<file path="src/rtl/hci_tcdm_loader_pkg.sv">
// Shared types and helpers for the TCDM loader: FSM states, LFSR step, byte enables.
package hci_tcdm_loader_pkg;

    typedef enum logic [2:0] {
        S_IDLE,
        S_WRITE,
        S_WDRAIN,
        S_READ,
        S_RDRAIN,
        S_DONE
    } loader_state_e;

    localparam logic [31:0] LFSR_POLY = 32'h80200003;
    localparam logic [3:0]  BE_ALL    = 4'hF;

    // Galois LFSR, right shift: feedback taps applied when the shifted-out bit is 1
    function automatic logic [31:0] lfsr_next(input logic [31:0] x);
        return (x >> 1) ^ (x[0] ? LFSR_POLY : 32'h0);
    endfunction

endpackage

</file>
<file path="src/rtl/hci_lfsr32.sv">
// 32-bit Galois LFSR with synchronous load; a zero seed is replaced by 1 so the
// register can never lock up in the all-zero state.
module hci_lfsr32
    import hci_tcdm_loader_pkg::*;
(
    input  logic        clk_i,
    input  logic        rst_ni,
    input  logic        load_i,
    input  logic        en_i,
    input  logic [31:0] seed_i,
    output logic [31:0] value_o
);

    // Load has priority over advance
    always_ff @(posedge clk_i or negedge rst_ni) begin
        if (!rst_ni) begin
            value_o <= 32'h1;
        end else if (load_i) begin
            value_o <= (seed_i == '0) ? 32'h1 : seed_i;
        end else if (en_i) begin
            value_o <= lfsr_next(value_o);
        end
    end

endmodule

</file>
<file path="src/rtl/hci_tcdm_loader.sv">
// Autonomous HCI initiator: fills a TCDM window with an LFSR word stream and
// optionally reads it back, counting mismatches against a second LFSR.
module hci_tcdm_loader
    import hci_tcdm_loader_pkg::*;
#(
    parameter int unsigned ADDR_WIDTH      = 32,
    parameter int unsigned DATA_WIDTH      = 32,
    parameter int unsigned CNT_WIDTH       = 16,
    parameter int unsigned MAX_OUTSTANDING = 4
) (
    input  logic                  clk_i,
    input  logic                  rst_ni,
    input  logic                  clear_i,
    input  logic                  start_i,
    input  logic [ADDR_WIDTH-1:0] base_addr_i,
    input  logic [CNT_WIDTH-1:0]  n_words_i,
    input  logic [31:0]           seed_i,
    input  logic                  verify_i,
    output logic                  busy_o,
    output logic                  done_o,
    output logic [CNT_WIDTH-1:0]  err_cnt_o,
    output logic                  tcdm_req_o,
    input  logic                  tcdm_gnt_i,
    output logic [ADDR_WIDTH-1:0] tcdm_add_o,
    output logic                  tcdm_wen_o,
    output logic [DATA_WIDTH-1:0] tcdm_data_o,
    output logic [3:0]            tcdm_be_o,
    input  logic [DATA_WIDTH-1:0] tcdm_r_data_i,
    input  logic                  tcdm_r_valid_i,
    output logic                  tcdm_r_ready_o
);

    localparam int unsigned OUT_W = $clog2(MAX_OUTSTANDING + 1);

    loader_state_e         state_q, state_d;
    logic                  req_q, req_d, wen_q, wen_d;
    logic [ADDR_WIDTH-1:0] add_q, add_d, base_q;
    logic [CNT_WIDTH-1:0]  cnt_q, cnt_d, n_q, err_q;
    logic [31:0]           seed_q, issue_val, chk_val, issue_seed;
    logic                  verify_q;
    logic [OUT_W-1:0]      out_q, out_d;
    logic                  grant, rsp, room, latch;
    logic                  issue_load, issue_en, chk_en;

    assign grant = req_q & tcdm_gnt_i;
    assign rsp   = tcdm_r_valid_i & tcdm_r_ready_o;
    assign out_d = out_q + OUT_W'(grant) - OUT_W'(rsp);
    assign room  = out_d < OUT_W'(MAX_OUTSTANDING);

    assign busy_o         = (state_q == S_WRITE) || (state_q == S_WDRAIN) ||
                            (state_q == S_READ)  || (state_q == S_RDRAIN);
    assign tcdm_r_ready_o = busy_o;
    assign done_o         = (state_q == S_DONE);
    assign err_cnt_o      = err_q;
    assign tcdm_req_o     = req_q;
    assign tcdm_add_o     = add_q;
    assign tcdm_wen_o     = wen_q;
    assign tcdm_be_o      = BE_ALL;
    // Issue LFSR only advances on a granted write, so it already holds the presented word
    assign tcdm_data_o    = (state_q == S_WRITE) ? issue_val : '0;

    assign issue_seed = latch ? seed_i : seed_q;
    assign chk_en     = rsp && !clear_i && ((state_q == S_READ) || (state_q == S_RDRAIN));

    hci_lfsr32 i_issue_lfsr (
        .clk_i   (clk_i),
        .rst_ni  (rst_ni),
        .load_i  (issue_load),
        .en_i    (issue_en),
        .seed_i  (issue_seed),
        .value_o (issue_val)
    );

    hci_lfsr32 i_check_lfsr (
        .clk_i   (clk_i),
        .rst_ni  (rst_ni),
        .load_i  (latch),
        .en_i    (chk_en),
        .seed_i  (seed_i),
        .value_o (chk_val)
    );

    // State register
    always_ff @(posedge clk_i or negedge rst_ni) begin
        if (!rst_ni) state_q <= S_IDLE;
        else         state_q <= state_d;
    end

    // Next state and next registered request outputs
    always_comb begin
        state_d    = state_q;
        req_d      = req_q;
        wen_d      = wen_q;
        add_d      = add_q;
        cnt_d      = cnt_q;
        latch      = 1'b0;
        issue_load = 1'b0;
        issue_en   = 1'b0;
        case (state_q)
            S_IDLE, S_DONE: begin
                if (start_i) begin
                    latch      = 1'b1;
                    issue_load = 1'b1;
                    cnt_d      = '0;
                    add_d      = base_addr_i & ~ADDR_WIDTH'(3);
                    if (n_words_i == '0) begin
                        state_d = S_DONE;
                        req_d   = 1'b0;
                        wen_d   = 1'b1;
                    end else begin
                        state_d = S_WRITE;
                        req_d   = 1'b1;
                        wen_d   = 1'b0;
                    end
                end
            end
            S_WRITE, S_READ: begin
                issue_en = grant && (state_q == S_WRITE);
                if (grant && (cnt_q == n_q - CNT_WIDTH'(1))) begin
                    state_d = (state_q == S_WRITE) ? S_WDRAIN : S_RDRAIN;
                    req_d   = 1'b0;
                    wen_d   = 1'b1;
                end else begin
                    // An ungranted request always keeps room, since outstanding can only drop
                    req_d = room;
                    if (grant) begin
                        cnt_d = cnt_q + CNT_WIDTH'(1);
                        add_d = add_q + ADDR_WIDTH'(4);
                    end
                end
            end
            S_WDRAIN: begin
                if (out_q == '0) begin
                    if (verify_q) begin
                        state_d    = S_READ;
                        issue_load = 1'b1;
                        cnt_d      = '0;
                        add_d      = base_q;
                        req_d      = 1'b1;
                        wen_d      = 1'b1;
                    end else begin
                        state_d = S_DONE;
                    end
                end
            end
            S_RDRAIN: begin
                if (out_q == '0) state_d = S_DONE;
            end
            default: state_d = S_IDLE;
        endcase
        if (clear_i) begin
            state_d    = S_IDLE;
            req_d      = 1'b0;
            wen_d      = 1'b1;
            add_d      = '0;
            cnt_d      = '0;
            latch      = 1'b0;
            issue_load = 1'b0;
            issue_en   = 1'b0;
        end
    end

    // Request outputs, counters and latched run configuration
    always_ff @(posedge clk_i or negedge rst_ni) begin
        if (!rst_ni) begin
            req_q    <= 1'b0;
            wen_q    <= 1'b1;
            add_q    <= '0;
            cnt_q    <= '0;
            out_q    <= '0;
            base_q   <= '0;
            n_q      <= '0;
            seed_q   <= '0;
            verify_q <= 1'b0;
        end else begin
            req_q <= req_d;
            wen_q <= wen_d;
            add_q <= add_d;
            cnt_q <= cnt_d;
            out_q <= clear_i ? '0 : out_d;
            if (latch) begin
                base_q   <= base_addr_i & ~ADDR_WIDTH'(3);
                n_q      <= n_words_i;
                seed_q   <= seed_i;
                verify_q <= verify_i;
            end
        end
    end

    // Saturating readback mismatch counter
    always_ff @(posedge clk_i or negedge rst_ni) begin
        if (!rst_ni) begin
            err_q <= '0;
        end else if (clear_i || latch) begin
            err_q <= '0;
        end else if (chk_en && (tcdm_r_data_i != chk_val) && (err_q != '1)) begin
            err_q <= err_q + CNT_WIDTH'(1);
        end
    end

endmodule

</file>
<file path="config.mk">
export PLATFORM = sky130hd
export DESIGN_NAME = hci_tcdm_loader
export DESIGN_NICKNAME = d
export VERILOG_FILES = /design/src/rtl/hci_tcdm_loader_pkg.sv /design/src/rtl/hci_lfsr32.sv /design/src/rtl/hci_tcdm_loader.sv
export SDC_FILE = /design/constraint.sdc
export NUM_CORES = 1
export LEC_CHECK = 0
export CAP_MARGIN = 40
export CORE_ASPECT_RATIO = 0.9
export CORE_MARGIN = 2
export CORE_UTILIZATION = 50
export DETAILED_ROUTE_END_ITERATION = 7
export GPL_TIMING_DRIVEN = 0
export PLACE_DENSITY = 0.78
export SLEW_MARGIN = 20
export SYNTH_ARGS = -nofsm -noshare
export SYNTH_HDL_FRONTEND = slang
export SYNTH_SLANG_ARGS = --single-unit
</file>
<file path="constraint.sdc">
create_clock -name clk_i -period 6.25 [get_ports clk_i]
set_clock_uncertainty 0.2 [all_clocks]
set_input_delay 0.9375 -clock clk_i [delete_from_list [all_inputs] [get_ports clk_i]]
set_output_delay 0.9375 -clock clk_i [all_outputs]
set_load 0.005 [all_outputs]
</file>
# ---- Word-level counts from Yosys, hierarchy flattened
# Index checks and enable logic that the tools add are counted.
dict set report totals {
  in_bits 119
  reg_bits 215
  elab_cells 123
  out_inout_bits 89
}
dict set report classes {
  order_cmp 1
  reduce_logical 27
  mux 57
  n_addsub 6
  eq_ne 15
  bitwise_logic 4
}
# cell n
set ops {}
lappend ops {{32-bit two-way mux} 16}
lappend ops {{16-bit two-way mux} 8}
lappend ops {{32-bit case mux with 3 select lines} 1}
lappend ops {{32-bit logical NOT} 2}
lappend ops {{31-bit by 32-bit bitwise XOR with 32-bit output} 2}
lappend ops {{16-bit case mux with 3 select lines} 1}
lappend ops {{16-bit by 1-bit adder with 16-bit output (second input constant)} 2}
lappend ops {{32-bit by 3-bit adder with 32-bit output (second input constant)} 1}
lappend ops {{32-bit inequality test} 1}
lappend ops {{3-bit two-way mux} 9}
lappend ops {{1-bit two-way mux} 18}
lappend ops {{16-bit == test} 1}
lappend ops {{16-bit logical NOT} 1}
lappend ops {{16-bit inequality test (second input constant)} 1}
lappend ops {{16-bit by 1-bit subtractor with 16-bit output (second input constant)} 1}
lappend ops {{3-bit inequality test (second input constant)} 5}
lappend ops {{3-bit case mux with 4 select lines} 1}
lappend ops {{4-bit AND reduction} 2}
lappend ops {{3-bit by 2-bit == test with 1-bit output (second input constant)} 2}
lappend ops {{3-bit == test (second input constant)} 2}
lappend ops {{1-bit logical AND} 6}
lappend ops {{3-bit logical NOT} 2}
lappend ops {{3-bit by 2-bit inequality test with 1-bit output (second input constant)} 2}
lappend ops {{1-bit case mux with 3 select lines} 2}
lappend ops {{other kinds (13)} 21}

# ---- Depth between registers and ports, before layout
dict set report logic_depth {
  ltp_word 11
  mapped_depth 13
  depth_no_buf 12
}

# ---- Cells and area by module
# Synthesis repeated with hierarchy kept, for this count alone.
dict set report hier_totals {
  hier_cells 1199
  area_unflattened_um2 11825.1
}
# module area_each_um2 cells_per_inst n_inst seq_area_each_um2
set modules_own_cells {}
lappend modules_own_cells {hci_tcdm_loader 8634.5 889 1 3729.8}
lappend modules_own_cells {hci_lfsr32 1595.3 155 2 802.0}

# ---- Worst setup path before layout
# OpenSTA, ideal clock, no wires.
dict set report synth_path {
  path_type {input to register}
  start {in clear_i}
  end {reg i_issue_lfsr.value_o[14]}
  cell_stages 7
  path_buffers 3
  required_ns 5.913
  setup_ns 0.137
  t_arrival_ns 2.885
  slack_ns 3.028
  path_cell_list {clkbuf_1 -> or2_2 -> buf_2 -> nor3_1 -> clkbuf_1 -> mux2i_1 -> a21oi_1}
}
dict set report synth_via {
  elab_chain_len 5
  word_cells_on_any_way 8
  cone_classes {mux: 6; reduce/logical: 2}
}
# item line
set synth_rtl {}
lappend synth_rtl {{start: declaration} hci_tcdm_loader.sv:13} ;# input logic clear_i,
lappend synth_rtl {{1-bit two-way mux} hci_tcdm_loader.sv:151} ;# if (clear_i) begin
lappend synth_rtl {{32-bit two-way mux} n/a}
lappend synth_rtl {{32-bit logical NOT} hci_lfsr32.sv:19} ;# value_o <= (seed_i == '0) ? 32'h1 : seed_i;
lappend synth_rtl {{32-bit two-way mux} hci_lfsr32.sv:19}
lappend synth_rtl {{32-bit two-way mux} hci_lfsr32.sv:18} ;# end else if (load_i) begin
lappend synth_rtl {{end signal: assignment} hci_lfsr32.sv:19}
lappend synth_rtl {{end signal: assignment} hci_lfsr32.sv:21} ;# value_o <= lfsr_next(value_o);
lappend synth_rtl {{end: declaration} hci_lfsr32.sv:11} ;# output logic [31:0] value_o
# Several ways; a longest one is shown, not always the timed one.
# A chain may end at the register's enable or synchronous reset.

# ---- Final worst setup path
dict set report layout_path {
  start {reg state_q[0]}
  end {out tcdm_data_o[14]}
}
dict set report layout_via {
  elab_chain_len 2
}
# item line
set layout_rtl {}
lappend layout_rtl {{start: declaration} hci_tcdm_loader.sv:35} ;# loader_state_e state_q, state_d;
lappend layout_rtl {{start signal: assignment} hci_tcdm_loader.sv:86} ;# else state_q <= state_d;
lappend layout_rtl {{3-bit by 1-bit == test with 1-bit output} hci_tcdm_loader.sv:60} ;# assign tcdm_data_o = (state_q == S_WRITE) ? issue_val : '0;
lappend layout_rtl {{32-bit two-way mux} hci_tcdm_loader.sv:60}
lappend layout_rtl {{end: declaration} hci_tcdm_loader.sv:26} ;# output logic [DATA_WIDTH-1:0] tcdm_data_o,
# No other way between the ends.

==> summary.md <==
| Metric | Value |
|---|---|
| Final Hold Fails | `0` |
| Clk pin slew, worst setup/hold paths | `0.06 ns` |
| Yosys cell types | `79` |
| Total GRT Usage | `between 20 and 30%` |
| Worst VDD drop | `0.218 mV` |
| Count of max-cap constraint violations | `0` |
| Initial core utilization | `51.1%` |
| Switch Pwr | `1.59 mW` |
| Layout area overhead | `28.2%` |
| Failing checks | `DRC` |
| Largest family of logic cells by synthesized area | `simple AND/OR/NAND/NOR gates` |
| Fin crit share | `about 77%` |
| Initial antenna violation count | `0` |
| Die width | `approximately 170 um` |
| Crit start category | `flop` |
| Clk sinks | `213` |
| H-tree levels | `1` |
| Final Slew Violations | `0` |
| Worst reg2reg endpoint | `tcdm_add_o[13]` |
| Register share of total power | `40.7%` |
| Tmin final | `4.84 ns` |
| Register bit count reported by yosys | `213` |
| Max Clk Rate | `slightly above 200 MHz` |
| Status | `complete, but fails checks` |
| Drt via density | `approximately 6.0` |
| DRT Pass-1 Iters | `7` |
| # resized after CTS | `0` |
| Share of the synthesized area in the top cell type | `43.8%` |
| Die area | `25200 um^2` |
| Filler instances | `roughly 1900` |
| Vias in the first global route | `10803` |
| Worst Path Arrival | `roughly 3.7 ns` |
| DR WL/cell | `between 20 and 25 um` |
| Worst slew pin tran | `0.832 ns` |
| Post-synth design cell area | `12000 um^2` |
| Number of enable flip-flop cells after synthesis | `0` |
| Largest net degree at the start of global routing | `83` |
| Most instantiated cells after synthesis | `nand2_1 (224), dfrtp_1 (210), nor2_1 (93)` |
| Initial DRC count | `approximately 1100` |
| Synth Flop Type | `dfrtp_1` |
| Req. time, crit path | `5.11 ns` |
| Clk pwr share | `between 30% and 40%` |
| Comb power frac | `26.9%` |
| Vias | `11182` |
| # hold bufs at CTS | `0` |
| Synth area leaders | `dfrtp_1 (44%), nand2_1 (7.0%), mux2i_1 (6.9%), xor2_1 (3.4%), nor2_1 (2.9%)` |
| WL final | `37700 um` |
| Die extent in y | `151 um` |
| I/O Buffers | `199` |
| Sequential area share after synthesis | `44.5%` |
| Critical Path End Type | `output port` |
| Post-synthesis compound-gate area fraction | `14.6%` |
| Antenna Nets Post-Route | `0` |
| # rows | `53` |
| Insertion delay to the later sink of the worst-skew pair | `0.55 ns` |
| Drt drc | `9` |
| R2R depth | `11` |
| Register-to-register setup slack | `2.53 ns` |
| Mux cell area share after synthesis | `7.68%` |
| Crit Path Max Fanout | `10` |
| Final nets | `1680` |
| Most frequent cell after synthesis | `nand2_1` |
| Post CTS Setup Buffer Count | `0` |
| WHS | `0.107 ns` |
| Multi-input gate area | `6100 um^2` |
| Clock Tree Root | `clkbuf_16` |
| Core area | `23500 um^2` |
| Post-synthesis xor/xnor area fraction | `5.41%` |
| Syn Inst Count | `around 1300` |
| CTS tree | `built` |
| Final setup viols | `0` |
| First-pass GRT wire length | `roughly 59000 um` |
| Kind of critical path | `flop to output port` |
| GP Congestion | `0.934` |
| Num CTS Buffers | `24` |
| Syn Area/Cell | `9.10 um^2` |
| Cell taking the most area after synthesis | `dfrtp_1` |
| Detail Placement HPWL | `roughly 28000 um` |
| Maximum clock path buffer count | `3` |
| Simple-gate share of the synthesized area | `roughly 22%` |
| Max-slew headroom | `44.6%` |
| GRT overflow | `0` |
| Async S/R FF share, synth | `100%` |
| Sw frac | `32.3%` |
| Adder-Cell Fraction of Synth Area | `less than 1%` |
| RSZ-0062 raised after global routing | `false` |
| Layout cells sized above 1 | `6.30%` |
| Worst hold path class | `primary input to asynchronous set/reset pin` |
| Static Leak | `6.64 nW` |
| Pint | `around 3.3 mW` |
| Sequential Area | `5330 um^2` |
| ANT cells | `0` |
| Setup TNS | `0 ns` |
| Io pins | `208` |
| RR Startpoint | `n_q[2]` |
| Yosys Warn Count | `0` |
| Cell Pwr Density | `between 300 and 400 nW/um^2` |
==> cell families after synthesis <==
kind of cell               count (synthesis)
DFF                                      213
AOI/OAI and AO/OA                        253
xor gates and xnor gates                  74
buffers and inverters                    130
other                                      2
adders and majority gates                  8
and+or+nand+nor                          547
muxes                                     91
==> per-stage QoR <==
| step | total power [mW] | utilization (%) | std cells | setup slack (ns) | cell area [um^2] |
|---|---|---|---|---|---|
| 2_1_floorplan | 2.73 | - | 1322 | 3.03 | 12000 |
| 3_3_place_gp | 3.27 | 61.2 | 1823 | -5.03 | 14400 |
| 3_5_place_dp | 3.32 | 61.6 | 1828 | 1.99 | 14500 |
| 4_1_cts | 4.93 | 65.4 | 1872 | 1.47 | 15400 |
| 6_report | 4.94 | 65.5 | 1874 | 1.41 | 15400 |
| 5_1_grt | 5.17 | 65.5 | 1874 | 1.29 | 15400 |
==> layout make-up <==
class,count,area share [%]
buffer,91,2.74
clock buffer,32,4.30
clock inverter,12,1.55
inverter,39,0.953
multi-input combinational,979,39.7
sequential,213,34.7
tap,302,2.46
timing repair buffer,206,13.6
==> layout by cell type (no fill, tap or decap), drive strengths merged, types with 6 or more instances in the layout <==
cell             n
nand2          224
dfrtp          210
or4             16
conb             6
a221oi           7
nand4           27
inv             38
clkdlybuf4s50  198
o31a             6
o31ai           23
nor4            34
nor2b            8
mux2i           83
or2             14
xnor2           27
or3             10
bufinv           6
nor2            93
o211ai           9
a211oi           8
o2bb2a           6
and2            34
nand2b          11
a22oi           17
a31oi           12
buf             31
clkbuf          99
mux2             8
clkinv           6
ha               6
xor2            47
nor3            28
o21ai           56
o311ai          10
a21oi           56
nand3           25
==> worst max path at each step <==
stage / startpoint / end / slack (ns) / cells after the start
after detailed placement: start_i / tcdm_add_o[13] / 1.99 / 9
after global placement: rst_ni / err_cnt_o[7] / -5.03 / 1
after floorplan: clear_i / i_issue_lfsr.value_o[14] / 3.03 / 7
final: state_q[0] / tcdm_data_o[14] / 1.41 / 8
after CTS: state_q[2] / tcdm_data_o[14] / 1.47 / 8
after global routing: state_q[2] / tcdm_data_o[13] / 1.29 / 8
==> critical path: stages, from the launching register on <==
cell and delay [ns]:
dfrtp_1 0.42, nand2b_1 0.09, clkbuf_1 0.40, clkbuf_1 0.55, buf_1 0.51, nor2_1 0.27
clkbuf_1 0.25, and2_1 0.22, clkdlybuf4s50_1 0.44
==> power by group through the flow <==
stage | Sequential (mW) | Combinational, mW | Clock [mW]
final | 2.01 | 1.33 | 1.60
after global routing | 2.05 | 1.46 | 1.67
after CTS | 2.00 | 1.32 | 1.61
after detailed placement | 2.02 | 1.30 | 0
after global placement | 2.01 | 1.26 | 0
after floorplan | 1.92 | 0.805 | 0
==> flip-flops by register name, summed over array words and instances, names as in the netlist <==
name                  count
state_q                   3
n_q                      16
tcdm_wen_o                1
tcdm_add_o               30
cnt_q                    16
verify_q                  1
err_cnt_o                16
seed_q                   32
i_issue_lfsr.value_o     32
tcdm_req_o                1
out_q                     3
base_q                   30
i_check_lfsr.value_o     32
==> metal layers <==
| metal | vias up | routed length [um] | GRT usage [%] | part of all wire, % |
|---|---|---|---|---|
| li1 | 5140 | - | - | - |
| met1 | 5423 | 16700 | 43.5 | 44 |
| met2 | 556 | 16800 | 45.4 | 45 |
| met3 | 63 | 3270 | 4.70 | 8.7 |
| met4 | 0 | 861 | 7.91 | 2.3 |
| met5 | - | 0 | 0 | 0 |
No activity file was read; power rests on OpenSTA's default activity.
